===== config.mk =====
export PLATFORM = sky130hd
export DESIGN_NAME = keypad_digit_entry
export DESIGN_NICKNAME = d
export VERILOG_FILES = /design/src/rtl/keypad_digit_entry.sv
export SDC_FILE = /design/constraint.sdc
export NUM_CORES = 1
export LEC_CHECK = 0
export BUFFER_PORTS_ARGS = -buffer_cell sky130_fd_sc_hd__buf_2
export CORE_MARGIN = 1
export CORE_UTILIZATION = 58
export CTS_CLUSTER_DIAMETER = 60
export DETAILED_ROUTE_END_ITERATION = 6
export PLACE_DENSITY = 0.85
export SLEW_MARGIN = 20
export SYNTH_ARGS = -nofsm -noshare
export SYNTH_HDL_FRONTEND = slang
export SYNTH_SLANG_ARGS = --single-unit

===== constraint.sdc =====
create_clock -name clk -period 8.45 [get_ports clk]
set_input_delay 0.845 -clock clk [delete_from_list [all_inputs] [get_ports clk]]
set_output_delay 0.845 -clock clk [all_outputs]
set_load 0.02 [all_outputs]

===== src/rtl/keypad_digit_entry.sv =====
// Debounced one-hot keypad front end: one BCD event per press, digits shifted into a time-entry buffer.
// Event and buffer update land on the edge that completes debounce; multi-key samples never produce events.
module keypad_digit_entry #(
  parameter int NUM_KEYS        = 10,
  parameter int DEBOUNCE_CYCLES = 4,
  parameter int NUM_DIGITS      = 4
) (
  input  logic                              clk,
  input  logic                              reset,
  input  logic                              enablen,
  input  logic [NUM_KEYS-1:0]               teclado,
  input  logic                              clear_digits,
  output logic [3:0]                        key_code,
  output logic                              key_valid,
  output logic                              multi_key,
  output logic                              overflow,
  output logic [4*NUM_DIGITS-1:0]           digits,
  output logic [$clog2(NUM_DIGITS+1)-1:0]   digit_count,
  output logic                              full
);

  localparam int CW  = $clog2(DEBOUNCE_CYCLES + 1);
  localparam int DCW = $clog2(NUM_DIGITS + 1);

  typedef enum logic [1:0] {IDLE, DEBOUNCE, HELD} state_t;

  state_t                  state_q, state_d;
  logic [CW-1:0]           cnt_q, cnt_d, cnt_inc;
  logic [3:0]              cand_q, cand_d;
  logic [3:0]              key_code_q, key_code_d;
  logic                    key_valid_q, key_valid_d;
  logic                    multi_key_q, multi_key_d;
  logic                    overflow_q, overflow_d;
  logic [4*NUM_DIGITS-1:0] digits_q, digits_d;
  logic [DCW-1:0]          digit_count_q, digit_count_d;

  logic [4:0]              n_set;
  logic [3:0]              key_idx;
  logic                    is_none, is_one, is_multi;
  logic                    accept;
  logic                    full_w;

  // Classify the sample: population count plus index of the (single) set line.
  always_comb begin
    n_set   = '0;
    key_idx = '0;
    for (int i = 0; i < NUM_KEYS; i++) begin
      if (teclado[i]) begin
        n_set   = n_set + 5'd1;
        key_idx = 4'(i);
      end
    end
  end

  assign is_none  = (n_set == 5'd0);
  assign is_one   = (n_set == 5'd1);
  assign is_multi = (n_set >= 5'd2);
  assign cnt_inc  = cnt_q + CW'(1);
  assign full_w   = (digit_count_q == DCW'(NUM_DIGITS));

  always_comb begin
    state_d = state_q;
    cnt_d   = cnt_q;
    cand_d  = cand_q;
    accept  = 1'b0;
    if (enablen) begin
      state_d = IDLE;
      cnt_d   = '0;
    end else begin
      case (state_q)
        IDLE: begin
          if (is_one) begin
            cand_d = key_idx;
            if (DEBOUNCE_CYCLES == 1) begin
              accept  = 1'b1;
              state_d = HELD;
              cnt_d   = '0;
            end else begin
              state_d = DEBOUNCE;
              cnt_d   = CW'(1);
            end
          end
        end
        DEBOUNCE: begin
          if (!is_one || key_idx != cand_q) begin
            state_d = IDLE;
            cnt_d   = '0;
          end else if (cnt_inc == CW'(DEBOUNCE_CYCLES)) begin
            accept  = 1'b1;
            state_d = HELD;
            cnt_d   = '0;
          end else begin
            cnt_d = cnt_inc;
          end
        end
        HELD: begin
          // Counter now tracks consecutive all-released samples.
          if (is_none) begin
            if (cnt_inc == CW'(DEBOUNCE_CYCLES)) begin
              state_d = IDLE;
              cnt_d   = '0;
            end else begin
              cnt_d = cnt_inc;
            end
          end else begin
            cnt_d = '0;
          end
        end
        default: begin
          state_d = IDLE;
          cnt_d   = '0;
        end
      endcase
    end
  end

  always_comb begin
    key_valid_d   = accept;
    key_code_d    = accept ? cand_d : key_code_q;
    multi_key_d   = is_multi;
    overflow_d    = 1'b0;
    digits_d      = digits_q;
    digit_count_d = digit_count_q;
    // A clear on the accept edge wins over storing the digit.
    if (clear_digits) begin
      digits_d      = '0;
      digit_count_d = '0;
    end else if (accept) begin
      if (full_w) begin
        overflow_d = 1'b1;
      end else begin
        digits_d      = digits_q << 4;
        digits_d[3:0] = cand_d;
        digit_count_d = digit_count_q + DCW'(1);
      end
    end
  end

  always_ff @(posedge clk) begin
    if (reset) begin
      state_q       <= IDLE;
      cnt_q         <= '0;
      cand_q        <= '0;
      key_code_q    <= '0;
      key_valid_q   <= 1'b0;
      multi_key_q   <= 1'b0;
      overflow_q    <= 1'b0;
      digits_q      <= '0;
      digit_count_q <= '0;
    end else begin
      state_q       <= state_d;
      cnt_q         <= cnt_d;
      cand_q        <= cand_d;
      key_code_q    <= key_code_d;
      key_valid_q   <= key_valid_d;
      multi_key_q   <= multi_key_d;
      overflow_q    <= overflow_d;
      digits_q      <= digits_d;
      digit_count_q <= digit_count_d;
    end
  end

  assign key_code    = key_code_q;
  assign key_valid   = key_valid_q;
  assign multi_key   = multi_key_q;
  assign overflow    = overflow_q;
  assign digits      = digits_q;
  assign digit_count = digit_count_q;
  assign full        = full_w;

endmodule


==> summary.md <==
| Metric | Value |
|---|---|
| Boundary Pins | `around 40` |
| Routed Antenna Nets | `0` |
| Outcome | `finished with violations` |
| Number of hold violations in the final report | `0` |
| Most common cell on crit path | `ha_1` |
| Syn avg cell area | `8.79 µm²` |
| Fraction of the yosys area taken by sequential cells | `0.255` |
| TritonCTS clock tree | `done` |
| Signal arrival time at the worst endpoint | `between 7 and 8 ns` |
| Grt total ovfl | `0` |
| Yosys Warn Count | `0` |
| Total inserted antenna cells | `0` |
| Number of global-route vias before repair | `between 2000 and 2500` |
| Maximum level of the CTS H-tree | `2` |
| Cell variety after synth | `69` |
| Maximum number of pins on one net before global-route repair | `23` |
| Routability Congestion | `a little over 0.9` |
| Max-cap violations | `0` |
| Count of vias placed by the detailed router | `around 2400` |
| Class of the tightest hold or removal check | `reg2reg` |
| Cell types with the highest counts after synthesis | `nand2_1 (41), dfxtp_1 (35), mux2i_1 (20), nor2_1 (18), inv_1 (15)` |
| # clock sinks | `35` |
| Average routed wire per standard cell | `14.9 µm` |
| CP max stage cell | `nor3_2` |
| Post-synthesis adder-cell area fraction | `0.0628` |
| Number of nets in the synthesized netlist | `340` |
| Static power due to leakage | `between 1 and 1.5 nW` |
| Layout Utilization | `0.682` |
| Fmax | `0.135 GHz` |
| Share of cells above drive strength 1 | `0.220` |
| Main synth FF type | `dfxtp_1` |
| CTS Root Cell | `clkbuf_8` |
| Initial Utilization | `0.619` |
| Number of cells produced by synthesis | `313` |
| Number of hold buffers added after cts | `0` |
| Simple-gate share of the synthesized area | `0.222` |
| Buffers on Ports | `40` |
| Overall die height | `70.9 µm` |
| Area share of the largest cell type after synthesis | `0.255` |
| Share of the cycle needed by the critical path after routing | `0.878` |
| Worst-path maximum fanout | `11` |
| Synthesized-area fraction occupied by ao, oa, aoi and oai cells | `0.176` |
| Average via count per standard cell | `between 6 and 7` |
| Maximum VDD drop | `0.114 mV` |
| Startpoint-to-endpoint class of the critical path | `in2reg` |
| Post-layout instance area | `3030 µm²` |
| Dominant cell by count in the synthesized netlist | `nand2_1` |
| Detailed Route Iter0 Violations | `approximately 140` |
| Die footprint | `between 5000 and 6000 µm²` |
| Violated checks | `DRC` |
| Fin worst setup slack | `around 1.0 ns` |
| Unrepaired setup endpoints after global routing | `false` |
| Pre-antenna DRT Iters | `6` |
| Clock latency of the later-clocked register in the worst-skew pair | `0.29 ns` |
| Slew Limit Fails | `0` |
| Power density over cell area | `199 nW/µm²` |
| Required time at the worst-slack endpoint | `about 8.7 ns` |
| HPWL reported at the end of detailed placement | `4550 µm` |
| Final worst clock skew | `a little under 0.007 ns` |
| Num rows | `24` |
| DRC violations left | `4` |
| Ys async rst share | `0` |
| Clock buffer count from CTS | `5` |
| Total wire length | `around 6000 µm` |
| Global-route wire length before repair | `10300 µm` |
| Buffers inserted by post-CTS timing repair | `0` |
| Transition time at the pin with the least slew margin | `between 1 and 1.5 ns` |
| Largest family of logic cells by synthesized area | `simple AND/OR/NAND/NOR gates` |
| Number of resized instances in the post-cts repair step | `0` |
| Yosys top cell by area | `dfxtp_1` |
| Dominant cells by area after synthesis | `dfxtp_1 (25%), mux2i_1 (7.3%), ha_1 (5.9%)` |
| Die W | `a little over 70 µm` |
| Period minus WS final | `~7.4 ns` |
| GRT Total Usage | `0.252` |
| Worst hold slack after final layout | `around 0.46 ns` |
| Post-Place Setup Slack | `slightly above 0.8 ns` |
| Worst slew slack as a fraction of its limit | `0.323` |
| Placed instance area | `2950 µm²` |
| Final setup violation count | `0` |
| Mux share of post-synthesis cell area | `0.0969` |
| Final Net Count | `between 300 and 400` |
| Critical Path Start Type | `primary input` |
| EDFF count, synth | `0` |
| Share of the synthesized netlist area taken by xor and xnor gates | `0.126` |
| Element type at the critical path end | `flop` |
| Antenna violations before repair | `0` |
| Maximum cell stage delay along the critical path | `0.62 ns` |
| Clock slew seen by the registers of the worst setup and hold paths | `~0.070 ns` |
| Area growth from synthesis to layout | `10.2%` |
| Total standard cell area after synthesis | `around 2800 µm²` |
| CTS Buffer Depth | `2` |
| Final setup TNS | `0 ns` |
| Post-synthesis sequential element count | `35` |
| Std-Cell Core Area | `roughly 4400 µm²` |
[registers in the layout, indices dropped and copies added (netlist names)]
signal,flops
digit_count,3
state_q,2
cand_q,4
overflow,1
key_valid,1
cnt_q,3
multi_key,1
key_code,4
digits,16
[placed cells by master, fill, tap and decap left out, types with 5 or more instances in the layout]
| master | n |
|---|---|
| nand2_1 | 41 |
| buf_2 | 40 |
| nor2b_1 | 5 |
| a21oi_1 | 12 |
| xnor2_1 | 12 |
| and2_1 | 6 |
| clkbuf_8 | 5 |
| nor2_1 | 18 |
| ha_1 | 13 |
| nor3_1 | 8 |
| xor2_1 | 7 |
| mux2i_1 | 20 |
| o31ai_1 | 6 |
| o21ai_0 | 5 |
| nand3_1 | 9 |
| buf_4 | 5 |
| dfxtp_1 | 35 |
| inv_1 | 15 |
[cell type report]
class                           instances  area [µm²]
Clock buffer                            6        72.6
Clock inverter                          2        12.5
Fill cell                             372        1410
Inverter                               15        56.3
Multi-Input combinational cell        247        1890
Sequential cell                        35         701
Tap cell                               52        65.1
Timing Repair Buffer                   45         238
[metal layers]
layer,share of wire,global-route usage,up-vias,wire (µm)
li1,-,-,1218,-
met1,0.46,0.341,1146,2770
met2,0.48,0.412,67,2880
met3,0.046,0.0442,10,277
met4,0.011,0.0756,0,67
met5,0,0,-,0
[final timing paths]
path	startpoint	end	slack (ns)	depth (start not counted)
hold reg to reg	digits[15]$_SDFFE_PP0P_	digits[15]$_SDFFE_PP0P_	0.46	2
setup reg to reg	cnt_q[0]$_SDFFE_PP0N_	digits[3]$_SDFFE_PP0P_	5.41	9
hold / removal	digits[15]$_SDFFE_PP0P_	digits[15]$_SDFFE_PP0P_	0.46	2
setup / recovery	teclado[0]	digits[3]$_SDFFE_PP0P_	1.03	29
[power breakdown]
group	switching, W	internal [W]	total, W
clock	0.0000593	0.0000575	0.000117
sequential	0.00000831	0.000172	0.000180
combinational	0.000190	0.000115	0.000305
total	0.000257	0.000345	0.000602
[kinds of logic (layout without fill, tap and decap cells)]
family,Yosys count,count (layout)
and+or+nand+nor,118,118
AOI/OAI and AO/OA,62,62
DFF,35,35
buffers and inverters,31,68
xor gates and xnor gates,28,28
muxes,25,25
adders and majority gates,14,14
[per-stage QoR]
step	cells	total power, W
detailed placement	394	0.000482
global placement	394	0.000471
CTS	402	0.000600
global route	402	0.000641
floorplan	313	0.000423
finish	402	0.000602
[critical path, delay by kind of cell]
family / cells / cell delay (ns)
adder cells (fa/ha/maj): 8 / 2.48
multiplexers: 4 / 0.95
buffers and inverters: 5 / 0.64
AND/OR/NAND/NOR: 7 / 1.29
XOR/XNOR: 1 / 0.33
AO/OA/AOI/OAI: 4 / 1.08
Note: power is estimated with default switching activity, not from simulation.
